**src/rtl/mon_pro_radix_if.sv**
```systemverilog
// Request/response bundle for the radix-2^p Montgomery multiplier.
interface mon_pro_radix_if #(
  parameter int WIDTH      = 64,
  parameter int RADIX_LOG2 = 2
);
  logic                  start;
  logic [WIDTH-1:0]      A;
  logic [WIDTH-1:0]      B;
  logic [WIDTH-1:0]      M;
  logic [RADIX_LOG2-1:0] M_INV;
  logic                  busy;
  logic                  done;
  logic [WIDTH:0]        P;

  modport master (output start, A, B, M, M_INV, input  busy, done, P);
  modport slave  (input  start, A, B, M, M_INV, output busy, done, P);
endinterface

```
**src/rtl/mon_pro_radix.sv**
```systemverilog
// Digit-serial Montgomery product P = A*B*R^-1 mod M, one radix-2^p digit of B per cycle.
module mon_pro_radix #(
  parameter int WIDTH      = 64,
  parameter int RADIX_LOG2 = 2,
  parameter int FINAL_SUB  = 1
) (
  input  logic          clk,
  input  logic          rst,
  mon_pro_radix_if.slave bus
);
  localparam int DW       = RADIX_LOG2;
  localparam int N_DIGITS = (WIDTH + DW - 1) / DW;
  localparam int BW       = N_DIGITS * DW;
  localparam int AW       = WIDTH + DW + 2;
  localparam int CW       = $clog2(N_DIGITS + 1);

  typedef enum logic {IDLE, CALC} state_e;

  state_e           state_q;
  logic [WIDTH-1:0] a_q, m_q;
  logic [DW-1:0]    minv_q;
  logic [BW-1:0]    b_q;
  logic [AW-1:0]    acc_q, acc_d;
  logic [CW-1:0]    cnt_q;
  logic             busy_q, done_q;
  logic [WIDTH:0]   p_q, p_fin;

  logic [DW-1:0]    bt, q;
  logic [AW-1:0]    t, tq;

  // One Montgomery step: q makes (T + q*M) divisible by 2^p, so the shift is exact.
  always_comb begin
    bt    = b_q[DW-1:0];
    t     = acc_q + AW'(a_q) * AW'(bt);
    q     = t[DW-1:0] * minv_q;
    tq    = t + AW'(m_q) * AW'(q);
    acc_d = tq >> DW;
    p_fin = acc_q[WIDTH:0];
    if ((FINAL_SUB != 0) && (acc_q >= AW'(m_q)))
      p_fin = acc_q[WIDTH:0] - {1'b0, m_q};
  end

  always_ff @(posedge clk) begin
    if (rst) begin
      state_q <= IDLE;
      a_q     <= '0;
      m_q     <= '0;
      minv_q  <= '0;
      b_q     <= '0;
      acc_q   <= '0;
      cnt_q   <= '0;
      busy_q  <= 1'b0;
      done_q  <= 1'b0;
      p_q     <= '0;
    end else begin
      done_q <= 1'b0;
      case (state_q)
        IDLE: begin
          if (bus.start) begin
            a_q     <= bus.A;
            m_q     <= bus.M;
            minv_q  <= bus.M_INV;
            b_q     <= BW'(bus.B);
            acc_q   <= '0;
            cnt_q   <= '0;
            busy_q  <= 1'b1;
            state_q <= CALC;
          end
        end
        CALC: begin
          // After N_DIGITS steps the counter saturates and the next edge retires.
          if (cnt_q == CW'(N_DIGITS)) begin
            p_q     <= p_fin;
            done_q  <= 1'b1;
            busy_q  <= 1'b0;
            state_q <= IDLE;
          end else begin
            acc_q <= acc_d;
            b_q   <= b_q >> DW;
            cnt_q <= cnt_q + CW'(1);
          end
        end
        default: state_q <= IDLE;
      endcase
    end
  end

  assign bus.busy = busy_q;
  assign bus.done = done_q;
  assign bus.P    = p_q;
endmodule
```
**src/flat_wrapper.sv**
```systemverilog
// flat-port wrapper written by rule: the top's interface ports become plain ports
module mon_pro_radix_flat 
#(
  parameter int WIDTH      = 64,
  parameter int RADIX_LOG2 = 2,
  parameter int FINAL_SUB  = 1
)
  (clk, rst, bus_start, bus_A, bus_B, bus_M, bus_M_INV, bus_busy, bus_done, bus_P);
  mon_pro_radix_if #(.WIDTH(WIDTH), .RADIX_LOG2(RADIX_LOG2)) bus_i ();
  input  logic clk;
  input  logic rst;
  input wire logic [$bits(bus_i.start)-1:0] bus_start;
  input wire logic [$bits(bus_i.A)-1:0] bus_A;
  input wire logic [$bits(bus_i.B)-1:0] bus_B;
  input wire logic [$bits(bus_i.M)-1:0] bus_M;
  input wire logic [$bits(bus_i.M_INV)-1:0] bus_M_INV;
  output wire logic [$bits(bus_i.busy)-1:0] bus_busy;
  output wire logic [$bits(bus_i.done)-1:0] bus_done;
  output wire logic [$bits(bus_i.P)-1:0] bus_P;
  assign bus_i.start = bus_start;
  assign bus_i.A = bus_A;
  assign bus_i.B = bus_B;
  assign bus_i.M = bus_M;
  assign bus_i.M_INV = bus_M_INV;
  assign bus_busy = bus_i.busy;
  assign bus_done = bus_i.done;
  assign bus_P = bus_i.P;
  mon_pro_radix #(.WIDTH(WIDTH), .RADIX_LOG2(RADIX_LOG2), .FINAL_SUB(FINAL_SUB)) u_core (.clk(clk), .rst(rst), .bus(bus_i));
endmodule
```
**config.mk**
```make
export PLATFORM = sky130hd
export DESIGN_NAME = mon_pro_radix_flat
export DESIGN_NICKNAME = d
export VERILOG_FILES = /design/src/rtl/mon_pro_radix_if.sv /design/src/rtl/mon_pro_radix.sv /design/src/flat_wrapper.sv
export SDC_FILE = /design/constraint.sdc
export NUM_CORES = 2
export LEC_CHECK = 0
export BUFFER_PORTS_ARGS = -buffer_cell sky130_fd_sc_hd__buf_2
export CAP_MARGIN = 20
export CORE_UTILIZATION = 62
export CTS_CLUSTER_SIZE = 8
export DETAILED_ROUTE_END_ITERATION = 7
export PLACE_DENSITY = 0.79
export SLEW_MARGIN = 20
export SYNTH_ARGS = -nofsm -noshare
export SYNTH_HDL_FRONTEND = slang
export SYNTH_SLANG_ARGS = --single-unit
```
**constraint.sdc**
```tcl
create_clock -name clk -period 7.8 [get_ports clk]
set_input_delay 1.56 -clock clk [delete_from_list [all_inputs] [get_ports clk]]
set_output_delay 1.56 -clock clk [all_outputs]
set_load 0.01 [all_outputs]
```
==> summary.md <==
| Metric | Value |
|---|---|
| First-pass GRT wire length | 139000 microns |
| FP Rows | 78 |
| Worst r2r path cells | 28 |
| Chip Width | between 200 and 250 microns |
| Post-synthesis simple-gate area fraction | between 20% and 30% |
| Crit path buf inv count | 5 |
| Worst setup SP type | flop |
| Delay-heaviest family, CP | compound AO/OA/AOI/OAI gates |
| TritonCTS buffer count | 48 |
| CTS HTree Levels | 2 |
| Least-Margin Pin Slew | approximately 1100 ps |
| Worst hold path endpoint | u_core.bus.P[0] |
| Nets | 4571 |
| Area contributors post-synth | dfxtp_1 (23%), nand2_1 (9.6%), fa_1 (9.0%), ha_1 (8.6%), a21oi_1 (7.2%) |
| Reg2reg end | u_core.acc_q[64] |
| Syn. warnings | 0 |
| Clk sinks | between 300 and 400 |
| Max_slew headroom | a little over a quarter |
| CP most frequent cell | a21oi_1 |
| Hold Path Cell Cnt | 2 |
| Largest area contributor in the netlist | dfxtp_1 |
| Via count | about 28000 |
| Sequential share of the synthesized area | between 20% and 30% |
| Critical path fanouts, max | 29 |
| Req. time, crit path | about 8300 ps |
| IO Pins | between 200 and 300 |
| CTS tree | built |
| Hold crit path type | flop to flop |
| #FFs+latches synth | approximately 330 |
| Post-Syn Nets | around 4400 |
| CTS clock-pin slew for the worst setup and hold paths | about 50 ps |
| Compound-Gate Fraction of Synth Area | ~23% |
| ANT nets after route | 0 |
| GRT Total Usage | 36.6% |
| Post-synth EDFFs | 0 |
| RSZ-0062 raised after global routing | yes |
| Starting Density | between 60% and 70% |
| Most common cell in the netlist | nand2_1 |
| Number of iterations in the first detailed-routing pass | 6 |
| Worst vdd ir | roughly 0.00018 V |
| Filler cell count | ~4000 |
| Most used DFF post-synth | dfxtp_1 |
| Vias per inst | about 6.0 |
| Critical Path End Type | flop |
| Fin crit period | between 7000 and 8000 ps |
| Global route total overflow | 0 |
| Latest clock arrival within the worst-skew pair | slightly above 600 ps |
| Multiplexer share of the synthesized area | 2.23% |
| Fin area | between 30000 and 40000 sq um |
| Flop pwr share | 38.8% |
| Worst hold start | u_core.bus.P[0] |
| Largest net degree at the start of global routing | about 130 |
| Slew Viols, Final | 0 |
| I/O Buffers | approximately 260 |
| Max-Cap Viols | 0 |
| Switching pwr | around 1.5 mW |
| Setup violators final | 0 |
| Antenna violations before repair | 2 |
| Clk buf depth | 3 |
| Mapped Area | between 20000 and 30000 sq um |
| Post-synthesis xor/xnor area fraction | between 5 and 6% |
| Switching Share | a little under a third |
| Die Footprint | roughly 47000 sq um |
| Synth async-reset ratio | 0% |
| Worst Skew | between 20 and 30 ps |
| Crit Path Class | flop to flop |
| PwrDens | around 150 nW/um^2 |
| Largest family of logic cells by synthesized area | compound AO/OA/AOI/OAI gates |
| Internal power | 3.29 mW |
| F_max | between 100 and 150 MHz |
| Max incr delay on CP | between 500 and 600 ps |
| Hold Buf Count CTS | 0 |
| Comb pwr share | 22.1% |
| Power Total | 4.84 mW |
| Initial DRC count | 2700 |
| Final period util | around 96% |
| Clk pwr share | a little under 40% |
| CP max stage cell | nor3_1 |
| Worst r2r src | u_core.b_q[0] |
| DRC | 0 |
| HPWL after DPL | around 68000 microns |
| FF-to-FF setup slack | between 200 and 300 ps |
| Mapped Cells | ~4000 |
| CP arrival | 8020 ps |
| DR WL/cell | around 19 microns |
| Top-area cell type share of the netlist area | 23.2% |
| Die Y | around 220 microns |
| Vias in the first global route | ~26000 |
| Share of layout cells above drive strength 1 | about a tenth |
| Root Buffer | clkbuf_16 |
| Area grow syn2layout | 10.4% |
| Routed WL | 87300 microns |
| Final hold vios | 0 |
| P_leak | ~15 nW |
| Placer Congestion | a little under 1 |
| Placed cell areas | roughly 30000 sq um |
| Status | completed |
| Adder-Cell Fraction of Synth Area | between 15 and 20% |
| Core region area | around 46000 sq um |
| Synth cell types | ~70 |
| Mean post-synth cell area | around 7.3 sq um |
| Commonest cells post-synth | nand2_1 (737), a21oi_1 (412), inv_1 (390) |
[cell type report]
| cell class | count | area, sq um | share of cell area (%) |
|---|---|---|---|
| diodes | 2 | 5.00 | 0.0158 |
| clock buffers | 51 | 1210 | 3.82 |
| clock inverters | 5 | 103 | 0.323 |
| inverters | 390 | 1460 | 4.61 |
| multi-input cells | 2955 | 19800 | 62.3 |
| flip-flops and latches | 334 | 6690 | 21.1 |
| well taps | 600 | 751 | 2.36 |
| repair buffers | 318 | 1750 | 5.50 |
[layout by cell type, fill, tap and decap left out, types with 15 or more instances in the layout]
| master | instances |
|---|---|
| and2_1 | 37 |
| ha_1 | 198 |
| nand2_1 | 734 |
| a31oi_1 | 23 |
| o21bai_1 | 34 |
| nand2b_1 | 18 |
| o21ai_0 | 143 |
| xnor2_1 | 112 |
| nand4_1 | 63 |
| nand3_1 | 68 |
| a211oi_1 | 97 |
| buf_2 | 262 |
| a311oi_1 | 30 |
| a21o_1 | 120 |
| o21a_1 | 34 |
| fa_1 | 129 |
| nor3_1 | 50 |
| buf_4 | 53 |
| clkbuf_16 | 48 |
| mux2i_1 | 64 |
| a22o_1 | 35 |
| inv_1 | 390 |
| dfxtp_1 | 331 |
| a21oi_1 | 410 |
| o31ai_1 | 15 |
| and3_1 | 36 |
| xor2_1 | 65 |
| nor2b_1 | 32 |
| nor2_1 | 245 |
[power by group through the flow]
stage	registers, mW	clock network [mW]	logic (mW)
after floorplan	1.87	0	0.782
after global placement	1.91	0	1.03
after detailed placement	1.91	0	1.04
after CTS	1.88	1.91	1.05
after global routing	1.89	1.98	1.18
final	1.88	1.89	1.07
[flip-flops by register name (all words and copies together), names as in the netlist]
name             flops
u_core.state_q       1
u_core.m_q          64
u_core.a_q          64
u_core.cnt_q         6
u_core.minv_q        2
u_core.acc_q        66
u_core.bus.P        65
u_core.b_q          64
u_core.bus.busy      1
u_core.bus.done      1
[per-layer routing]
metal / GRT usage (%) / vias to the layer above / share of wire [%]
met5: 0 / - / 0
met4: 14.0 / 0 / 3.6
met3: 6.39 / 170 / 8.2
met2: 56.9 / 1123 / 44
met1: 50.6 / 13099 / 45
li1: - / 13546 / -
[stage by stage]
step / TNS (ps) / worst slack [ps] / util, % / hold WS [ps] / cells
2_1_floorplan: 0 / 875 / - / 437 / 3918
3_3_place_gp: 0 / 442 / 66.7 / 438 / 4596
3_5_place_dp: 0 / 362 / 66.7 / 442 / 4596
4_1_cts: 0 / 317 / 69.6 / 448 / 4652
5_1_grt: -92.3 / -79.7 / 69.7 / 471 / 4655
6_report: 0 / 277 / 69.7 / 450 / 4655
[worst max path at each step]
stage | start | end | slack, ps | cells after the start
after floorplan | u_core.b_q[1] | u_core.acc_q[61] | 870 | 29
after global placement | u_core.b_q[1] | u_core.acc_q[61] | 440 | 28
after detailed placement | u_core.b_q[0] | u_core.acc_q[64] | 360 | 30
after CTS | u_core.b_q[0] | u_core.acc_q[64] | 320 | 30
after global routing | u_core.b_q[0] | u_core.acc_q[64] | -80 | 29
final | u_core.b_q[0] | u_core.acc_q[64] | 280 | 28
[worst register-to-register path, delay by kind of cell, from the launching register on]
kind / cells / cell delay [ps]
adder cells (fa/ha/maj): 4 / 1790
buffers and inverters: 5 / 790
AND/OR/NAND/NOR: 5 / 1330
XOR/XNOR: 2 / 240
AO/OA/AOI/OAI: 12 / 2880
flip-flops: 1 / 390
[timing repair]
| item | in CTS | in global routing |
|---|---|---|
| hold endpoints to repair | 0 | 0 |
| buffers inserted | 0 | 1 |
| resized for setup | 0 | 10 |
| endpoints found under the setup margin | 0 | 11 |
[logic make-up (layout without fill, tap and decap cells)]
group	count (synthesis)	count (layout)
other	0	2
adder cells (fa/ha/maj)	327	327
buffers and inverters	629	764
multiplexers	64	64
AND/OR/NAND/NOR	1347	1347
AO/OA/AOI/OAI	1039	1039
flip-flops	334	334
XOR/XNOR	178	178
(Power assumes the default switching activity.)
